$ cat src/rtl/param_updown_counter_mod_if.sv
// Control/status bundle for param_updown_counter_mod.
// prescale_div exists only when COUNTER_PRESCALE_EN is defined.
interface param_updown_counter_mod_if #(
    parameter int unsigned WIDTH      = 8,
    parameter int unsigned PRESCALE_W = 4
);
    logic             clear;
    logic             load;
    logic [WIDTH-1:0] load_val;
    logic             en;
    logic             up;
    logic             down;
    logic [1:0]       mode;
    logic [WIDTH-1:0] min_val;
    logic [WIDTH-1:0] max_val;
`ifdef COUNTER_PRESCALE_EN
    logic [PRESCALE_W-1:0] prescale_div;
`endif
    logic [WIDTH-1:0] count;
    logic             tc;
    logic             at_max;
    logic             at_min;
    logic             cfg_err;

    modport master (
        output clear, load, load_val, en, up, down, mode, min_val, max_val,
`ifdef COUNTER_PRESCALE_EN
        output prescale_div,
`endif
        input  count, tc, at_max, at_min, cfg_err
    );

    modport slave (
        input  clear, load, load_val, en, up, down, mode, min_val, max_val,
`ifdef COUNTER_PRESCALE_EN
        input  prescale_div,
`endif
        output count, tc, at_max, at_min, cfg_err
    );
endinterface

$ cat src/rtl/param_updown_counter_mod.sv
// Programmable-bound up/down counter with wrap, saturate and one-shot end-of-range modes.
// Optional step prescaler enabled by defining COUNTER_PRESCALE_EN.
module param_updown_counter_mod #(
    parameter int unsigned WIDTH      = 8,
    parameter int unsigned PRESCALE_W = 4
) (
    input logic                          clk,
    input logic                          reset_n,
    param_updown_counter_mod_if.slave    bus
);
    typedef enum logic [0:0] {StRun, StDone} state_e;

    localparam logic [WIDTH-1:0] LP_ONE = WIDTH'(1);

    state_e           r_state;
    state_e           w_state_d;
    logic [WIDTH-1:0] r_count;
    logic [WIDTH-1:0] w_count_d;
    logic             r_tc;
    logic             w_tc_d;

    logic w_cfg_err;
    logic w_at_max;
    logic w_at_min;
    logic w_at_bound;
    logic w_step_req;
    logic w_step;
    logic w_restart;

    assign w_cfg_err  = bus.min_val > bus.max_val;
    assign w_at_max   = r_count >= bus.max_val;
    assign w_at_min   = r_count <= bus.min_val;
    assign w_at_bound = bus.up ? w_at_max : w_at_min;
    assign w_restart  = bus.clear | bus.load;
    // up & down together cancel; config errors and DONE swallow the request
    assign w_step_req = bus.en & (bus.up ^ bus.down) & ~w_cfg_err & (r_state == StRun);

`ifdef COUNTER_PRESCALE_EN
    logic [PRESCALE_W-1:0] r_presc;
    logic [PRESCALE_W-1:0] w_presc_d;

    assign w_step = w_step_req & (r_presc == bus.prescale_div);

    always_comb begin
        w_presc_d = r_presc;
        if (w_restart) begin
            w_presc_d = '0;
        end else if (w_step_req) begin
            w_presc_d = w_step ? '0 : r_presc + PRESCALE_W'(1);
        end
    end

    always_ff @(posedge clk or negedge reset_n) begin
        if (!reset_n) begin
            r_presc <= '0;
        end else begin
            r_presc <= w_presc_d;
        end
    end
`else
    assign w_step = w_step_req;
`endif

    always_ff @(posedge clk or negedge reset_n) begin
        if (!reset_n) begin
            r_state <= StRun;
            r_count <= '0;
            r_tc    <= 1'b0;
        end else begin
            r_state <= w_state_d;
            r_count <= w_count_d;
            r_tc    <= w_tc_d;
        end
    end

    always_comb begin
        w_state_d = r_state;
        if (w_restart) begin
            w_state_d = StRun;
        end else if (w_step && w_at_bound && (bus.mode == 2'b10)) begin
            w_state_d = StDone;
        end
    end

    always_comb begin
        w_count_d = r_count;
        w_tc_d    = 1'b0;
        if (bus.clear) begin
            w_count_d = bus.min_val;
        end else if (bus.load) begin
            w_count_d = bus.load_val;
        end else if (w_step) begin
            if (!w_at_bound) begin
                w_count_d = bus.up ? r_count + LP_ONE : r_count - LP_ONE;
            end else begin
                w_tc_d = 1'b1;
                case (bus.mode)
                    2'b01, 2'b10: w_count_d = r_count;
                    default:      w_count_d = bus.up ? bus.min_val : bus.max_val;
                endcase
            end
        end
    end

    assign bus.count   = r_count;
    assign bus.tc      = r_tc;
    assign bus.at_max  = w_at_max;
    assign bus.at_min  = w_at_min;
    assign bus.cfg_err = w_cfg_err;
endmodule
$ cat src/flat_wrapper.sv
// flat-port wrapper written by rule: the top's interface ports become plain ports
module param_updown_counter_mod_flat 
#(
    parameter int unsigned WIDTH      = 8,
    parameter int unsigned PRESCALE_W = 4
)
  (clk, reset_n, bus_clear, bus_load, bus_load_val, bus_en, bus_up, bus_down, bus_mode, bus_min_val, bus_max_val, bus_count, bus_tc, bus_at_max, bus_at_min, bus_cfg_err);
  param_updown_counter_mod_if #(.WIDTH(WIDTH), .PRESCALE_W(PRESCALE_W)) bus_i ();
  input logic clk;
  input logic reset_n;
  input wire logic [$bits(bus_i.clear)-1:0] bus_clear;
  input wire logic [$bits(bus_i.load)-1:0] bus_load;
  input wire logic [$bits(bus_i.load_val)-1:0] bus_load_val;
  input wire logic [$bits(bus_i.en)-1:0] bus_en;
  input wire logic [$bits(bus_i.up)-1:0] bus_up;
  input wire logic [$bits(bus_i.down)-1:0] bus_down;
  input wire logic [$bits(bus_i.mode)-1:0] bus_mode;
  input wire logic [$bits(bus_i.min_val)-1:0] bus_min_val;
  input wire logic [$bits(bus_i.max_val)-1:0] bus_max_val;
  output wire logic [$bits(bus_i.count)-1:0] bus_count;
  output wire logic [$bits(bus_i.tc)-1:0] bus_tc;
  output wire logic [$bits(bus_i.at_max)-1:0] bus_at_max;
  output wire logic [$bits(bus_i.at_min)-1:0] bus_at_min;
  output wire logic [$bits(bus_i.cfg_err)-1:0] bus_cfg_err;
  assign bus_i.clear = bus_clear;
  assign bus_i.load = bus_load;
  assign bus_i.load_val = bus_load_val;
  assign bus_i.en = bus_en;
  assign bus_i.up = bus_up;
  assign bus_i.down = bus_down;
  assign bus_i.mode = bus_mode;
  assign bus_i.min_val = bus_min_val;
  assign bus_i.max_val = bus_max_val;
  assign bus_count = bus_i.count;
  assign bus_tc = bus_i.tc;
  assign bus_at_max = bus_i.at_max;
  assign bus_at_min = bus_i.at_min;
  assign bus_cfg_err = bus_i.cfg_err;
  param_updown_counter_mod #(.WIDTH(WIDTH), .PRESCALE_W(PRESCALE_W)) u_core (.clk(clk), .reset_n(reset_n), .bus(bus_i));
endmodule
$ cat config.mk
export PLATFORM = sky130hd
export DESIGN_NAME = param_updown_counter_mod_flat
export DESIGN_NICKNAME = d
export VERILOG_FILES = /design/src/rtl/param_updown_counter_mod_if.sv /design/src/rtl/param_updown_counter_mod.sv /design/src/flat_wrapper.sv
export SDC_FILE = /design/constraint.sdc
export NUM_CORES = 1
export LEC_CHECK = 0
export CAP_MARGIN = 30
export CORE_MARGIN = 8
export CORE_UTILIZATION = 50
export DETAILED_ROUTE_END_ITERATION = 8
export DONT_BUFFER_PORTS = 1
export SLEW_MARGIN = 10
export SYNTH_ARGS = -nofsm -noshare
export SYNTH_HDL_FRONTEND = slang
export SYNTH_SLANG_ARGS = --single-unit
$ cat constraint.sdc
create_clock -name clk -period 4.2 [get_ports clk]
set_input_delay 0.42 -clock clk [delete_from_list [all_inputs] [get_ports clk]]
set_output_delay 0.42 -clock clk [all_outputs]
set_load 0.02 [all_outputs]
==> metrics <==
EDFF count, synth=0; GR Util met3=2.29%; post_cts resized=0; ANT cells=0; clock latency on the worst-skew pair=260 ps; Critical Path Sink Type=flop; hpwl dp=4410 um; endpoints failing setup=0; Ys Warns=0; leakage=roughly 0.84 nW; FF+latch count, synth=10; crit-path most repeated cell=nand2b_4; GR Util All Layers=19.1%; period utilisation layout=69.6%; Net Count, Synth=approximately 270; IO buf count=0; synth unique cells=55; gpl congestion=0.868; CP max-delay cell=dfrtp_1; GRT met1 Usage=24.2%; critical path required time=4330 ps; # IOs=45; row count=21; min-delay worst type=primary input to flop; TritonCTS buffer count=3; Relative slew margins=roughly two fifths; Core Region=between 0.003 and 0.004 mm^2; die area=0.00556 mm^2; share of layout cells above drive strength 1=8.10%; Critical Path AT=3050 ps; initial antenna violation count=0; crit path time final=2920 ps; Max-Cap Viols=0; worst-margin pin slew=904 ps; netlist area before placement=0.00172 mm^2; RSZ-0062 raised after global routing=false; pwr dens=306 mW/mm^2; 1st-iter DRT viols=130; first-pass GRT wire length=~8000 um; most common flop cell mapped by yosys=dfrtp_1; Routed Antenna Nets=0; setup TNS=0 ps; vias per cell=6.40; largest net degree at the start of global routing=15; placed inst area=about 0.0018 mm^2; cell count after synthesis=209; skew final=between 9 and 10 ps; WS Path Type=flop to flop; Detailed Route WL=5270 um; biggest cell delay along the critical path=620 ps; sequential share of the synthesized area=14.6%; peak supply drop=between 150 and 200 uV; Avg WL per Cell=20.6 um; H-Tree Depth=1; Final #Nets=between 200 and 300; CTS clk-pin slew, worst paths=50 ps; Final Slew Violations=0; Avg Inst Size Synth=8.21 um^2; worst-path maximum fanout=9; asr flop ratio synth=100%; Die W=74.6 um; DRC Markers=0; DR vias=1,639; post-synth top area cell=ha_1; Yosys top cell area share=22.6%; top post-synthesis cells by area=ha_1 23%, dfrtp_1 15%, inv_1 5.3%, a21oi_1 4.7%, nand2_1 3.1%; vias in the first global route=1,551; grt ovf=0; fin area=0.00180 mm^2; clock sinks=10; CTS root buffer=clkbuf_4; P&R area growth vs syn=4.81%; startpoint types=flop; CP cell instances=inv_1, ha_1, nand2b_4, a2111oi_4, o32a_4, nand2_4, a311oi_4, nand2b_4, o22ai_1; TritonCTS clock tree=done; met2 Use GR=32.7%; die height=74.6 um; outcome=finished clean; effective utilization at floorplan=51.8%; final hold vios=0; Max Clk Rate=approximately 0.34 GHz; TritonRoute pass-1 iters=4; global route hottest layer=met2; worst-case clock buffer depth=2
-- layout by cell type (no fill, tap or decap), types with 2 or more instances in the layout --
cell type   n
a211o_1     3
clkbuf_4    3
mux2i_1     5
dfrtp_1    10
a31oi_1     6
xnor2_1     5
a21oi_1    16
o211ai_1    2
nand2b_4    2
a21o_1      2
o21a_1      3
a221oi_1    2
ha_1       31
xor2_1      2
inv_1      24
and3_1      2
nor2b_1     4
o31ai_1     2
nor2_1     13
o22ai_1     5
o21ai_0     7
nand3_1     5
nor3_1      6
nand4_1     5
nand2_1    14
-- kinds of logic (layout without fill, tap and decap cells) --
family                     after synthesis  count (layout)  synth area share (%)
AOI/OAI and AO/OA                       66              66                  29.7
xor gates and xnor gates                 7               7                  3.57
adders and majority gates               32              32                  23.8
buffers and inverters                   29              30                  6.35
DFF                                     10              10                  14.6
muxes                                    6               6                  3.57
and+or+nand+nor                         59              59                  18.5
-- layer usage --
layer,vias to the layer above,wire [um]
met1,790,2150
met3,6,394
li1,790,-
met5,-,0
met4,0,53
met2,53,2670
-- critical path: cells and delay by family, from the launching register on --
family | cells | cell delay [ps]
compound gates | 4 | 1210
flops | 1 | 620
simple gates | 3 | 520
fa+ha+maj | 1 | 320
buf+inv | 1 | 130
-- layout make-up --
type / count / area, um^2
multi-input combinational: 170 / 1360
timing repair buffer: 2 / 17.5
clock buffer: 3 / 22.5
tap: 46 / 57.6
inverter: 25 / 93.8
sequential: 10 / 250
fill: 340 / 1510
-- power by group --
| group | internal, mW | switching, mW | total (mW) |
|---|---|---|---|
| combinational | 0.145 | 0.187 | 0.332 |
| clock | 0.0329 | 0.0286 | 0.0614 |
| sequential | 0.109 | 0.0473 | 0.156 |
| total | 0.287 | 0.263 | 0.550 |
-- cells in the mapped netlist, drive strengths merged (2+ instances only) --
cell and number:
ha 31, inv 25, a21oi 16, nand2 15
nor2 13, dfrtp 10, o21ai 8, nor3 7
a31oi 6, mux2i 5, nand3 5, nand4 5
o22ai 5, xnor2 5, nor2b 4, a211o 3
clkbuf 3, o21a 3, a2111oi 2, a211oi 2
a21o 2, a221oi 2, and3 2, nand2b 2
o211ai 2, o31ai 2, or2 2, xor2 2
-- sequential cells by signal, summed over array words and instances, names as in the netlist --
register,cells
u_core.bus.count,8
u_core.bus.tc,1
u_core.r_state,1
-- path summary, 6_finish.rpt --
path / from / endpoint / slack (ps) / cells after the start
max in group asynchronous: reset_n / u_core.r_state / 3300 / 1
max: u_core.bus.count[0] / u_core.bus.count[2] / 1280 / 9
min: bus_min_val[0] / u_core.bus.count[0] / 340 / 2
max reg2reg: u_core.bus.count[0] / u_core.bus.count[2] / 1280 / 9
min reg2reg: u_core.r_state / u_core.r_state / 540 / 2
min in group asynchronous: reset_n / u_core.bus.count[7] / 560 / 1
-- stage by stage --
| step | power (mW) | utilization [%] | hold slack [ps] | worst slack, ps | instances |
|---|---|---|---|---|---|
| 2_1_floorplan | 0.410 | - | 124 | 1570 | 209 |
| 3_3_place_gp | 0.471 | 53.3 | 125 | 1360 | 252 |
| 3_5_place_dp | 0.483 | 53.3 | 125 | 1320 | 252 |
| 4_1_cts | 0.549 | 54.3 | 331 | 1310 | 256 |
| 5_1_grt | 0.594 | 54.3 | 334 | 1140 | 256 |
| 6_report | 0.550 | 54.3 | 338 | 1280 | 256 |
-- repair_timing --
action,in CTS,in global routing
setup endpoints to repair,0,0
setup buffers,0,0
endpoints found under the hold margin,10,0
hold buffers,1,0
Power figures use the tool's default switching activity.
